**src/rtl/fifo_burst_reader_pkg.sv**
```systemverilog
// Shared controller definitions for the FIFO burst reader: FSM state
// encoding and the legal burst-length range.
package fifo_burst_reader_pkg;

    // FSM state encoding (kept as plain constants so older code can reuse it)
    localparam logic [1:0] ST_IDLE      = 2'd0;
    localparam logic [1:0] ST_WAIT_FILL = 2'd1;
    localparam logic [1:0] ST_STREAM    = 2'd2;

    // Largest burst the reader will accept
    localparam int MAX_BURST_LEN = 16;

    // A burst length is usable when it is non-zero and within the maximum
    function automatic logic burst_len_legal(input int unsigned len);
        return (len != 0) && (len <= MAX_BURST_LEN);
    endfunction

endpackage

```
**src/rtl/fifo_burst_reader.sv**
```systemverilog
// Reads one burst of burst_len words out of a show-ahead FIFO and presents
// them on a registered valid/ready output.
//
// Handshake: a word transfers on out_data in every cycle where
// out_valid && out_ready are both high at the rising edge. Once out_valid
// is raised, out_valid/out_data/out_last stay unchanged until that
// transfer happens; out_valid never depends combinationally on out_ready.
//
// The reader waits until the FIFO already holds the whole burst before it
// pops anything, so the burst leaves the block without bubbles whenever
// the consumer keeps out_ready high. dbg_state exposes the FSM state.
module fifo_burst_reader
    import fifo_burst_reader_pkg::*;
#(
    parameter int WIDTH    = 8,
    parameter int DEPTH_P2 = 6,
    parameter int LEN_W    = 5
) (
    input  logic                clk,
    input  logic                reset,
    input  logic                start,
    input  logic [LEN_W-1:0]    burst_len,
    input  logic                abort,
    input  logic [WIDTH-1:0]    fifo_data,
    input  logic                fifo_empty,
    input  logic [DEPTH_P2:0]   fifo_fillcount,
    output logic                fifo_get,
    output logic                out_valid,
    output logic [WIDTH-1:0]    out_data,
    output logic                out_last,
    input  logic                out_ready,
    output logic                busy,
    output logic                done,
    output logic [1:0]          dbg_state
);

    // Common width for comparing the fill level against the words still owed
    localparam int CMP_W = (DEPTH_P2 + 1 > LEN_W) ? (DEPTH_P2 + 1) : LEN_W;

    logic [1:0]       state_q, state_d;
    logic [LEN_W-1:0] remaining_q, remaining_d;
    logic             out_valid_q, out_valid_d;
    logic             out_last_q, out_last_d;
    logic [WIDTH-1:0] out_data_q, out_data_d;
    logic             done_q, done_d;

    logic accept;
    logic pop;
    logic fill_ok;
    logic start_ok;

    assign accept   = out_valid_q && out_ready;
    assign fill_ok  = CMP_W'(fifo_fillcount) >= CMP_W'(remaining_q);
    assign start_ok = start && burst_len_legal(32'(burst_len));

    // Pop only while streaming, with words still owed, data present, room in
    // the output register, and no abort or reset this cycle.
    assign pop = !reset
              && (state_q == ST_STREAM)
              && (remaining_q != '0)
              && !fifo_empty
              && (!out_valid_q || out_ready)
              && !abort;

    // Next-state logic for the FSM, burst counter and output register
    always_comb begin
        state_d     = state_q;
        remaining_d = remaining_q;
        out_valid_d = out_valid_q;
        out_last_d  = out_last_q;
        out_data_d  = out_data_q;
        done_d      = 1'b0;

        case (state_q)
            ST_IDLE: begin
                if (start_ok) begin
                    remaining_d = burst_len;
                    state_d     = ST_WAIT_FILL;
                end
            end

            ST_WAIT_FILL: begin
                if (abort) begin
                    state_d     = ST_IDLE;
                    remaining_d = '0;
                end else if (fill_ok) begin
                    state_d = ST_STREAM;
                end
            end

            ST_STREAM: begin
                if (abort) begin
                    // Words already popped are dropped along with the burst
                    state_d     = ST_IDLE;
                    remaining_d = '0;
                    out_valid_d = 1'b0;
                    out_last_d  = 1'b0;
                end else begin
                    if (pop) begin
                        out_data_d  = fifo_data;
                        out_valid_d = 1'b1;
                        out_last_d  = (remaining_q == LEN_W'(1));
                        remaining_d = remaining_q - LEN_W'(1);
                    end else if (accept) begin
                        out_valid_d = 1'b0;
                        out_last_d  = 1'b0;
                    end
                    // The final word cannot coincide with a pop: nothing is owed
                    if (accept && out_last_q) begin
                        state_d = ST_IDLE;
                        done_d  = 1'b1;
                    end
                end
            end

            default: begin
                state_d     = ST_IDLE;
                remaining_d = '0;
                out_valid_d = 1'b0;
                out_last_d  = 1'b0;
            end
        endcase
    end

    // State and output registers with synchronous active-high reset
    always_ff @(posedge clk) begin
        if (reset) begin
            state_q     <= ST_IDLE;
            remaining_q <= '0;
            out_valid_q <= 1'b0;
            out_last_q  <= 1'b0;
            out_data_q  <= '0;
            done_q      <= 1'b0;
        end else begin
            state_q     <= state_d;
            remaining_q <= remaining_d;
            out_valid_q <= out_valid_d;
            out_last_q  <= out_last_d;
            out_data_q  <= out_data_d;
            done_q      <= done_d;
        end
    end

    assign fifo_get  = pop;
    assign out_valid = out_valid_q;
    assign out_data  = out_data_q;
    assign out_last  = out_last_q;
    assign busy      = (state_q != ST_IDLE);
    assign done      = done_q;
    assign dbg_state = state_q;

endmodule

```
**config.mk**
```make
export PLATFORM = sky130hd
export DESIGN_NAME = fifo_burst_reader
export DESIGN_NICKNAME = d
export VERILOG_FILES = /design/src/rtl/fifo_burst_reader_pkg.sv /design/src/rtl/fifo_burst_reader.sv
export SDC_FILE = /design/constraint.sdc
export NUM_CORES = 1
export LEC_CHECK = 0
export CAP_MARGIN = 20
export CORE_MARGIN = 2
export CORE_UTILIZATION = 30
export DETAILED_ROUTE_END_ITERATION = 8
export GPL_TIMING_DRIVEN = 0
export SETUP_SLACK_MARGIN = 0.05
export SLEW_MARGIN = 5
export SYNTH_ARGS = -nofsm -noshare
export SYNTH_HDL_FRONTEND = slang
export SYNTH_SLANG_ARGS = --single-unit
```
**constraint.sdc**
```tcl
create_clock -name clk -period 4.8 [get_ports clk]
set_clock_uncertainty 0.15 [all_clocks]
set_input_delay 0.48 -clock clk [delete_from_list [all_inputs] [get_ports clk]]
set_output_delay 0.48 -clock clk [all_outputs]
set_load 0.005 [all_outputs]
```
* Yosys cells after proc, flatten, opt, wreduce, memory -nomap -nowiden
Index checks and enable logic that the tools add are counted.
Cells by class: add/sub/neg operators 1, magnitude comparators 2, eq/ne operators 9, mux-type cells 19, bitwise operators 3, reductions and logical operators 24
Operator list (count):
- two-way mux 5 bit | 4
- one-hot mux 5 bit (3 select lines) | 1
- two-way mux 2 bit | 5
- nonzero test 5 bit | 2
- logical AND 1 bit | 9
- AND reduction 3 bit | 3
- >= comparator 7 x 5 -> 1 bit | 1
- two-way mux 1 bit | 6
- inequality test 3 bit, second input constant | 2
- one-hot mux 2 bit (3 select lines) | 1
- == test 5 x 1 -> 1 bit, second input constant | 1
- less-or-equal comparator 5 bit, second input constant | 1
- subtractor 5 x 1 -> 5 bit, second input constant | 1
- logical NOT 1 bit | 4
- inequality test 2 bit, second input constant | 2
- inequality test 4 bit, second input constant | 1
- one-hot mux 1 bit (2 select lines) | 2
- inequality test 3 x 2 -> 1 bit, second input constant | 1
- NOT 1 bit | 3
- OR reduction 3 bit | 1
- == test 2 x 1 -> 1 bit, second input constant | 1
- == test 2 bit, second input constant | 1
- logical NOT 2 bit | 1
- AND reduction 2 bit | 1
- other kinds (3) | 3
Word-level totals: register bits after elaboration 18, input port bits 26, output and inout port bits 15, logic and storage cells 64

* Longest topological paths before layout
Gate-level depths: netlist of run 1.
depth in word-level cells 9, depth in mapped cells 7, mapped depth without buffers 7

* Worst setup path before layout of run 1
Ideal clock, no wire load.
kind reg2out, start register remaining_q[0], end output port fifo_get, data arrival time 1346 ps, data required time 4170 ps, path slack 2824 ps, stages on the path, launching flop included 7, buffers on the path 1, cells stage by stage dfxtp_1 inv_1 ha_1 or4b_4 nand3_1 buf_4 inv_1
On the way: longest elaborated chain between the ends 5
Ends and longest elaborated chain:
- from (decl) | line fifo_burst_reader.sv:41 | logic [LEN_W-1:0] remaining_q, remaining_d;
- from (signal assigned) | line fifo_burst_reader.sv:136 | remaining_q <= remaining_d;
- nonzero test 5 bit | line fifo_burst_reader.sv:60 | && (remaining_q != '0)
- logical AND 1 bit | line fifo_burst_reader.sv:60
- logical AND 1 bit | line fifo_burst_reader.sv:61 | && !fifo_empty
- logical AND 1 bit | line fifo_burst_reader.sv:62 | && (!out_valid_q || out_ready)
- logical AND 1 bit | line fifo_burst_reader.sv:63 | && !abort;
- to (decl) | line fifo_burst_reader.sv:27 | output logic fifo_get,
Every way passes these cells.

* Worst setup path in the final report of run 1
Same ends and word-level chain as after synthesis.

==> metrics.yaml, run 1 <==
route:
  vias: 964
  drtIter0Drc: 14
  ant_nets: 0
  via_per_inst: 4.77
  routed_wl_mm: 2.56
  drcViolationCount: 0
  dr.pass1.iters: 4
  detail_route.wl_per_cell_microns: 12.6
worst_setup_path:
  crit_arrival_ns: 2.22
  worstSetupPathType: "reg2out"
  endpoint_kind: "output pin"
  crit_path_max_fanout: 10
  startpoint_type: "flop"
  critical_path_required_ns: 4.17
die:
  rows: 21
  design.core.area_sq_um: 3310
  boundaryPins: 41
  dieHeight_microns: 62.4
  start_util_pct: 30.9
  die-width_microns: 62.4
  die_area_sq_um: 3890
global_route:
  track_usage_pct: 14.0
  antenna_found_initial: 0
  grt_pass1_wl_mm: 4.52
  grt_max_degree: 11
  overflow: 0
  grt_pass1_vias: 987
clock_tree:
  ctsHtreeMaxLevel: 1
  clock_path_buffers: 2
  clk_pin_slew_ns: 0.11
  root_buffer: "clkbuf_4"
  postCtsSetupBuffers: 0
  cts_resized: 0
  cts_tree: "yes"
  clk_latency_ns: 0.29
  cts_made_buffers: 3
  hold_buffers: 0
  clock_sinks: 18
finish:
  fin_util_pct: 45.5
  nets: 191
  area_delta_synth_final_pct: 47.4
  fin_cells: 202
  fillCellCount: 357
  num_antenna_cells: 0
  layout-drive-gt1-share_pct: 7.69
sta:
  period_minus_slack_ns: 2.85
  final_max_slew_viol_count: 0
  max_freq_mhz: 351
  fin_setup_tns_ns: 0
  max_slew.worst_pin.slew_ns: 0.432
  min_period_over_period_pct: 59.3
  grt_setup_unrepaired: "no"
  setup_violations: 0
  hold_viol: 0
  maxSlewHeadroom_pct: 71.2
logic_synthesis:
  synthFlopType: "dfxtp_1"
  synth.most_common_cell: "dfxtp_1"
  yosysSeqAreaShare_pct: 35.3
  ys_types: 36
  syn-num-nets: 147
  synth.top_cell.area_share_pct: 35.3
  syn_area_sq_um: 1020
  async_flop_share_pct: 0
  synth_edf_count: 0
  ys_ff_latch: 18
  yosysTopAreaCell: "dfxtp_1"
  synth_area_per_cell_sq_um: 9.05
  synthTopCellsByCount: "dfxtp_1 (18), nor2_1 (15), mux2i_1 (10), inv_1 (9), ha_1 (8)"
  syn_inst: 113
  synth_area_leaders: "dfxtp_1 (35%), ha_1 (9.8%), mux2i_1 (9.8%)"
  synth_warnings: 0
placement:
  dp_hpwl_mm: 2.02
  gp_congestion: 0.760
  port_buffers: 39
  dp.cells: 198
power_and_ir_drop:
  ir_drop_uv: 139
  p_leak_nw: 0.610
  p_per_area_nw_per_um2: 221
worst_hold_path:
  hp-class: "in2reg"
flow_run:
  maxCapViolCount: 0
outcome:
  status: "complete, no violations"
## cell usage in the layout (no fill, tap or decap), types with 2 or more instances in the layout
cell and n:
clkdlybuf4s50_1 39, dfxtp_1 18, nor2_1 15, mux2i_1 10
inv_1 9, ha_1 8, a21oi_1 6, a211oi_1 5
nand3_1 3, nand2_1 3, o21ai_0 3, a22oi_1 3
clkbuf_4 3, buf_2 2, nor3b_1 2, nand3b_1 2
nor3_1 2, xnor2_1 2
## area by class of cell
cell class	count	area, sq um	share of cell area (%)
Multi-Input combinational cell	82	607	40.3
Timing Repair Buffer	39	390	25.9
Sequential cell	18	360	23.9
Tap cell	46	57.6	3.82
Clock buffer	4	36.3	2.41
Inverter	9	33.8	2.24
Buffer	4	21.3	1.41
## worst max-delay path: stages (launching register included)
cell and delay (ns):
dfxtp_1 0.37, inv_1 0.12, ha_1 0.17, or4b_4 0.48, nand3_1 0.09, buf_4 0.21
inv_1 0.05, clkdlybuf4s50_1 0.44
## through the flow
step / hold WS [ns] / worst slack, ns / power, mW / instance area (sq um)
detailed placement: 0.341 / 1.97 / 0.242 / 1470
floorplan: 0.328 / 2.82 / 0.207 / 1020
global route: 0.353 / 1.82 / 0.355 / 1510
finish: 0.342 / 1.95 / 0.333 / 1510
global placement: 0.324 / 1.98 / 0.240 / 1470
CTS: 0.338 / 1.93 / 0.340 / 1510
## report_power, final
part,leakage [nW],total [mW],internal [mW],switching [mW]
combinational,0.443,0.0778,0.0441,0.0336
sequential,0.146,0.160,0.154,0.00570
clock,0.0210,0.0950,0.0462,0.0488
total,0.610,0.333,0.245,0.0881
## sequential cells by signal, summed over array words and instances (netlist names)
name,cells
remaining_q,5
out_data,8
out_last,1
dbg_state,2
out_valid,1
done,1
## path summary, 6_finish.rpt
path / from / end / slack, ns / depth (start not counted)
worst max-delay path: remaining_q[0] / fifo_get / 1.95 / 7
worst min-delay path: reset / remaining_q[3] / 0.34 / 2
worst max register to register: remaining_q[0] / remaining_q[2] / 2.83 / 7
worst min register to register: out_last / done / 0.36 / 2
## kinds of logic after synthesis
| logic type | Yosys count | synth area share [%] |
|---|---|---|
| AOI/OAI and AO/OA | 24 | 16.3 |
| buffers and inverters | 13 | 5.39 |
| and+or+nand+nor | 38 | 21.8 |
| adders and majority gates | 8 | 9.79 |
| muxes | 10 | 9.79 |
| xor gates and xnor gates | 2 | 1.71 |
| DFF | 18 | 35.3 |
## per-layer routing
| metal | wire (microns) | up-vias | GRT usage [%] |
|---|---|---|---|
| met1 | 1150 | 433 | 17.6 |
| met2 | 1170 | 37 | 23.0 |
| met5 | 0 | - | 0 |
| li1 | - | 492 | - |
| met3 | 220 | 2 | 4.68 |
| met4 | 14 | 0 | 4.17 |
(Power assumes the default switching activity.)
==> run 2, diff against run 1 <==
==> constraint.sdc (replaced) <==
create_clock -name clk -period 2.75 [get_ports clk]
set_clock_uncertainty 0.15 [all_clocks]
set_input_delay 0.275 -clock clk [delete_from_list [all_inputs] [get_ports clk]]
set_output_delay 0.275 -clock clk [all_outputs]
set_load 0.005 [all_outputs]
==> metrics.yaml, run 2 (same netlist as run 1, synthesis figures left out) <==
power_and_ir_drop:
  p_sw_uw: 157  # +78%
  combPwrFrac_pct: 23.5  # about the same
  p_per_area_nw_per_um2: 379  # +72%
  pwr-share-clk_pct: 28.6  # about the same
  intPower_uw: 428  # +75%
  p_leak_nw: 0.625  # +2.6%
  sw_frac_of_total_pct: 26.8  # +0.33 points
  power_frac_seq_pct: 47.9  # -0.2 points
  ir_drop_uv: 243  # +75%
die:
  rows: 21  # unchanged
  design.core.area_sq_um: 3310  # unchanged
  die-width_microns: 62.4  # unchanged
  start_util_pct: 30.9  # unchanged
  dieHeight_microns: 62.4  # unchanged
  die_area_sq_um: 3890  # unchanged
  boundaryPins: 41  # unchanged
finish:
  area_delta_synth_final_pct: 50.7
  multi_input_area_sq_um: 613  # +1.0%
  nets: 194  # +1.6%
  final_cell_mix: "clkdlybuf4s50_1 (39), dfxtp_1 (17), nor2_1 (15)"
  largest_register_ffs: 8  # unchanged
  layout-drive-gt1-share_pct: 10.7  # +3.0 points
  num_antenna_cells: 0  # unchanged
  fillCellCount: 359  # +0.56%
  fin_util_pct: 46.5  # +1.0 points
  layout_commonest_cell: "clkdlybuf4s50_1"
  regArea_sq_um: 362  # +0.35%
  fin_cells: 205  # +1.5%
flow_run:
  maxCapViolCount: 0  # unchanged
placement:
  port_buffers: 39  # unchanged
  dp.cells: 198  # unchanged
  gp_congestion: 0.760  # unchanged
  dp_hpwl_mm: 2.02  # unchanged
worst_setup_path:
  startpoint_type: "flop"
  cp_cell_sequence: "inv_1 -> ha_1 -> or4b_4 -> nand3_1 -> buf_6 -> inv_1 -> clkdlybuf4s50_1"
  r2r_slack_ns: 0.74  # -2.09 ns
  r2r_cells: 8  # +1
  crit_start: "remaining_q[0]"
  timing.rr.end: "out_data[6]"
  critical_path_required_ns: 2.33  # -1.84 ns
  slowest_stage: "or4b_4"
  r2r-start: "remaining_q[0]"
  crit_arrival_ns: 2.08  # -0.14 ns
  worstSetupPathType: "reg2out"
  cpPeakStageDelay_ns: 0.47  # about the same
  cp_common_cell: "inv_1"
  endpoint_kind: "output pin"
  crit_path_max_fanout: 5  # -5
sta:
  min_period_over_period_pct: 91.1
  hold_viol: 0  # unchanged
  max_slew.worst_pin.slew_ns: 0.431  # -0.000889 ns
  final_max_slew_viol_count: 0  # unchanged
  grt_setup_unrepaired: "no"
  setup_violations: 0  # unchanged
  max_freq_mhz: 399
  hold_ws_ns: 0.139  # -0.204 ns
  maxSlewHeadroom_pct: 71.3  # about the same
  period_minus_slack_ns: 2.50
  fin_setup_tns_ns: 0  # unchanged
route:
  ant_nets: 0  # unchanged
  detail_route.wl_per_cell_microns: 12.7  # +0.66%
  dr.pass1.iters: 4  # unchanged
  routed_wl_mm: 2.61  # +2.2%
  drtIter0Drc: 14  # unchanged
  via_per_inst: 4.76  # -0.34%
  drcViolationCount: 0  # unchanged
  vias: 975  # +1.1%
worst_hold_path:
  hp-class: "in2reg"
  worstHoldStart: "reset"
  whs_path_depth: 2  # unchanged
  hold_end: "remaining_q[4]"
clock_tree:
  clock_sinks: 18  # unchanged
  root_buffer: "clkbuf_4"
  clk_latency_ns: 0.29  # about the same
  cts_tree: "yes"
  clock_path_buffers: 2  # unchanged
  cts_made_buffers: 3  # unchanged
  clk_pin_slew_ns: 0.11  # about the same
  ctsHtreeMaxLevel: 1  # unchanged
global_route:
  grt_max_degree: 11  # unchanged
  grt_most_used_layer: "met2"
  grt_pass1_vias: 987  # unchanged
  grtUsageMet1_pct: 17.6  # unchanged
  grtUsageMet3_pct: 4.68  # unchanged
  overflow: 0  # unchanged
  use_met2_pct: 23.0  # unchanged
  track_usage_pct: 14.0  # unchanged
  grt_pass1_wl_mm: 4.52  # unchanged
  antenna_found_initial: 0  # unchanged
outcome:
  status: "complete, no violations"
==> run 2: changes by cell type in the layout (fill, tap and decap cells not counted) <==
cell     before  now
buf_4         1    3
buf_6         0    1
dfxtp_1      18   17
dfxtp_2       0    1
inv_1         9    8
inv_2         0    1
nor3_2        1    0
nor3_4        0    1
==> run 2: worst max-delay path, delay by kind of cell (launching register included) <==
| kind | cells | cell delay [ns] |
|---|---|---|
| buffers and inverters | 4 | 0.67 |
| flip-flops | 1 | 0.37 |
| AND/OR/NAND/NOR | 2 | 0.57 |
| adder cells (fa/ha/maj) | 1 | 0.17 |
==> run 2: worst max-delay path by stage <==
stage | to | slack [ns] | cells after the start
detailed placement | fifo_get | 0.33 | 6
finish | fifo_get | 0.25 | 7
CTS | fifo_get | 0.09 | 7
global route | fifo_get | 0.13 | 6
global placement | fifo_get | 0.34 | 6
floorplan | remaining_q[2] | 0.96 | 7
==> run 2: metal layers <==
layer	part of all wire (%)	vias to the layer above	wire (microns)
li1	-	498	-
met1	45	436	1160
met2	46	39	1210
met3	8.4	2	218
met4	0.54	0	14
met5	0	-	0
==> run 2: cell type report <==
| type | instances | area share [%] |
|---|---|---|
| Buffer | 4 | 1.62 |
| Clock buffer | 4 | 2.36 |
| Tap cell | 46 | 3.74 |
| Timing Repair Buffer | 42 | 26.8 |
| Multi-Input combinational cell | 82 | 39.8 |
| Inverter | 9 | 2.19 |
| Sequential cell | 18 | 23.5 |
==> run 2: timing repair <==
action / in CTS / in global routing
setup endpoints to repair: 0 / 1
resized for setup: 0 / 4
hold endpoints to repair: 0 / 0
setup buffers: 0 / 3
hold buffers: 0 / 0
==> run 2: power groups by stage <==
| stage | clock network [mW] | registers (mW) | logic, mW |
|---|---|---|---|
| 2_1_floorplan | 0 | 0.283 | 0.0778 |
| 3_3_place_gp | 0 | 0.285 | 0.133 |
| 3_5_place_dp | 0 | 0.285 | 0.136 |
| 4_1_cts | 0.176 | 0.279 | 0.138 |
| 5_1_grt | 0.185 | 0.281 | 0.154 |
| 6_report | 0.167 | 0.280 | 0.137 |
==> run 2: metrics by stage <==
stage          power [mW]  setup WS, ns  cell area (sq um)
2_1_floorplan       0.360         0.959               1020
3_3_place_gp        0.418         0.343               1470
3_5_place_dp        0.422         0.335               1470
4_1_cts             0.593        0.0875               1510
5_1_grt             0.621         0.128               1540
6_report            0.584         0.245               1540
==> run 3, diff against run 2 <==
--- a/config.mk
+++ b/config.mk
@@ -6,10 +6,13 @@
 export NUM_CORES = 1
 export LEC_CHECK = 0
 export CAP_MARGIN = 20
+export CELL_PAD_IN_SITES_DETAIL_PLACEMENT = 0
+export CELL_PAD_IN_SITES_GLOBAL_PLACEMENT = 1
 export CORE_MARGIN = 2
 export CORE_UTILIZATION = 30
 export DETAILED_ROUTE_END_ITERATION = 8
 export GPL_TIMING_DRIVEN = 0
+export PLACE_DENSITY_LB_ADDON = 0.1
 export SETUP_SLACK_MARGIN = 0.05
 export SLEW_MARGIN = 5
 export SYNTH_ARGS = -nofsm -noshare
==> constraint.sdc (replaced) <==
create_clock -name clk -period 2.45 [get_ports clk]
set_clock_uncertainty 0.15 [all_clocks]
set_input_delay 0.245 -clock clk [delete_from_list [all_inputs] [get_ports clk]]
set_output_delay 0.245 -clock clk [all_outputs]
set_load 0.005 [all_outputs]
==> metrics.yaml, run 3 (same netlist as run 1, synthesis figures left out) <==
placement:
  dp_hpwl_mm: 1.95  # -3.8%
  port_buffers: 39  # unchanged
  dp.cells: 198  # unchanged
  post_dp_cell_area_sq_um: 1470  # unchanged
  gp_congestion: 0.775  # +1.9%
global_route:
  grt_pass1_vias: 1031  # +4.5%
  track_usage_pct: 14.3  # +0.23 points
  antenna_found_initial: 0  # unchanged
  grt_max_degree: 11  # unchanged
  grt_pass1_wl_mm: 4.54  # +0.46%
  overflow: 0  # unchanged
finish:
  layout_commonest_cell: "clkdlybuf4s50_1"
  largest_register_ffs: 8  # unchanged
  num_antenna_cells: 0  # unchanged
  final_cell_mix: "clkdlybuf4s50_1 (38), nor2_1 (15), dfxtp_1 (15)"
  area_delta_synth_final_pct: 53.6
  nets: 194  # unchanged
  fin_area_sq_um: 1570  # +1.9%
  layout-drive-gt1-share_pct: 13.8  # +3.1 points
  fin_cells: 205  # unchanged
worst_setup_path:
  crit_arrival_ns: 1.68  # -0.40 ns
  startpoint_type: "flop"
  worstSetupPathType: "reg2out"
  cp_cell_sequence: "inv_4 -> ha_4 -> or4b_4 -> nand3_2 -> buf_6 -> inv_1 -> dlymetal6s2s_1"
  r2r_cells: 8  # unchanged
  r2r_slack_ns: 0.52  # -0.22 ns
  cp_top_family: "simple AND/OR/NAND/NOR gates"
  timing.rr.end: "out_data[5]"
  slowest_stage: "or4b_4"
  worstSetupEndpoint: "fifo_get"
  crit_path_max_fanout: 3  # -2
  r2r-start: "remaining_q[0]"
  cpPeakStageDelay_ns: 0.47  # about the same
  crit_start: "remaining_q[0]"
  endpoint_kind: "output pin"
  critical_path_required_ns: 2.06  # -0.27 ns
  crit_cells: 7  # unchanged
  cp.buffers_inverters: 4  # unchanged
sta:
  maxSlewHeadroom_pct: 70.0  # -1.3 points
  period_minus_slack_ns: 2.07
  min_period_over_period_pct: 84.6
  fin_setup_tns_ns: 0  # unchanged
  setup_violations: 0  # unchanged
  max_freq_mhz: 483
  hold_viol: 0  # unchanged
  max_slew.worst_pin.slew_ns: 0.450  # +0.0197 ns
  grt_setup_unrepaired: "no"
  final_max_slew_viol_count: 0  # unchanged
route:
  vias: 971  # -0.41%
  drcViolationCount: 0  # unchanged
  via_per_inst: 4.74  # -0.41%
  detail_route.wl_per_cell_microns: 12.4  # -2.9%
  routed_wl_mm: 2.53  # -2.9%
  dr.pass1.iters: 4  # unchanged
  ant_nets: 0  # unchanged
  drtIter0Drc: 22  # +8
power_and_ir_drop:
  p_per_area_nw_per_um2: 427  # +13%
  power_uw: 671  # +15%
  ir_drop_uv: 230  # -5.1%
  p_leak_nw: 0.650  # +3.9%
die:
  start_util_pct: 30.9  # unchanged
  die-width_microns: 62.4  # unchanged
  rows: 21  # unchanged
  dieHeight_microns: 62.4  # unchanged
  design.core.area_sq_um: 3310  # unchanged
  die_area_sq_um: 3890  # unchanged
  boundaryPins: 41  # unchanged
clock_tree:
  hold_buffers: 0  # unchanged
  clk_pin_slew_ns: 0.11  # about the same
  cts_made_buffers: 3  # unchanged
  clock_path_buffers: 2  # unchanged
  root_buffer: "clkbuf_4"
  clk_latency_ns: 0.30  # about the same
  clock_sinks: 18  # unchanged
  cts_tree: "yes"
  ctsHtreeMaxLevel: 1  # unchanged
flow_run:
  maxCapViolCount: 0  # unchanged
worst_hold_path:
  hp-class: "in2reg"
outcome:
  status: "complete, no violations"
==> run 3: cell count changes in the layout (fill, tap and decap cells not counted), sizes merged <==
cell and change:
dlymetal6s2s +1, clkdlybuf4s50 -1
==> run 3: power breakdown <==
group	internal, mW	switching, mW	leakage, nW
logic	0.0945	0.0739	0.481
clock network	0.0905	0.0988	0.0210
registers	0.303	0.0104	0.148
==> run 3: layout make-up <==
class,instances,area (sq um)
multi-input combinational,82,631
timing repair buffer,42,415
buffer,4,25.0
inverter,9,38.8
clock buffer,4,36.3
fill,349,1740
tap,46,57.6
sequential,18,367
==> run 3: through the flow <==
stage          worst slack, ns  hold WS [ns]  util [%]
6_report                 0.378         0.116      47.4
5_1_grt                  0.213        0.0977      47.4
4_1_cts                 0.0581        0.0929      47.4
3_5_place_dp            0.0882         0.340      44.4
3_3_place_gp            0.0667         0.323      44.4
2_1_floorplan            0.659         0.171         -
==> run 3: worst min path at each step <==
stage	start	endpoint	slack (ns)	depth (start not counted)
after floorplan	abort	dbg_state[1]	0.17	1
after global placement	out_data[2]	out_data[2]	0.32	2
after detailed placement	out_data[7]	out_data[7]	0.34	2
after CTS	reset	remaining_q[0]	0.09	2
after global routing	reset	remaining_q[0]	0.1	2
final	reset	remaining_q[0]	0.12	2
==> run 3: metal layers <==
| layer | track usage (%) | part of all wire [%] | vias to the layer above |
|---|---|---|---|
| met1 | 18.4 | 47 | 448 |
| met3 | 3.24 | 5.0 | 2 |
| met2 | 23.5 | 47 | 26 |
| met5 | 0 | 0 | - |
| li1 | - | - | 495 |
| met4 | 5.00 | 0.79 | 0 |
==> run 3: repair_timing <==
action | 4_1_cts | 5_1_grt
gates resized for setup | 13 | 1
endpoints found under the setup margin | 1 | 1
setup buffers | 3 | 0
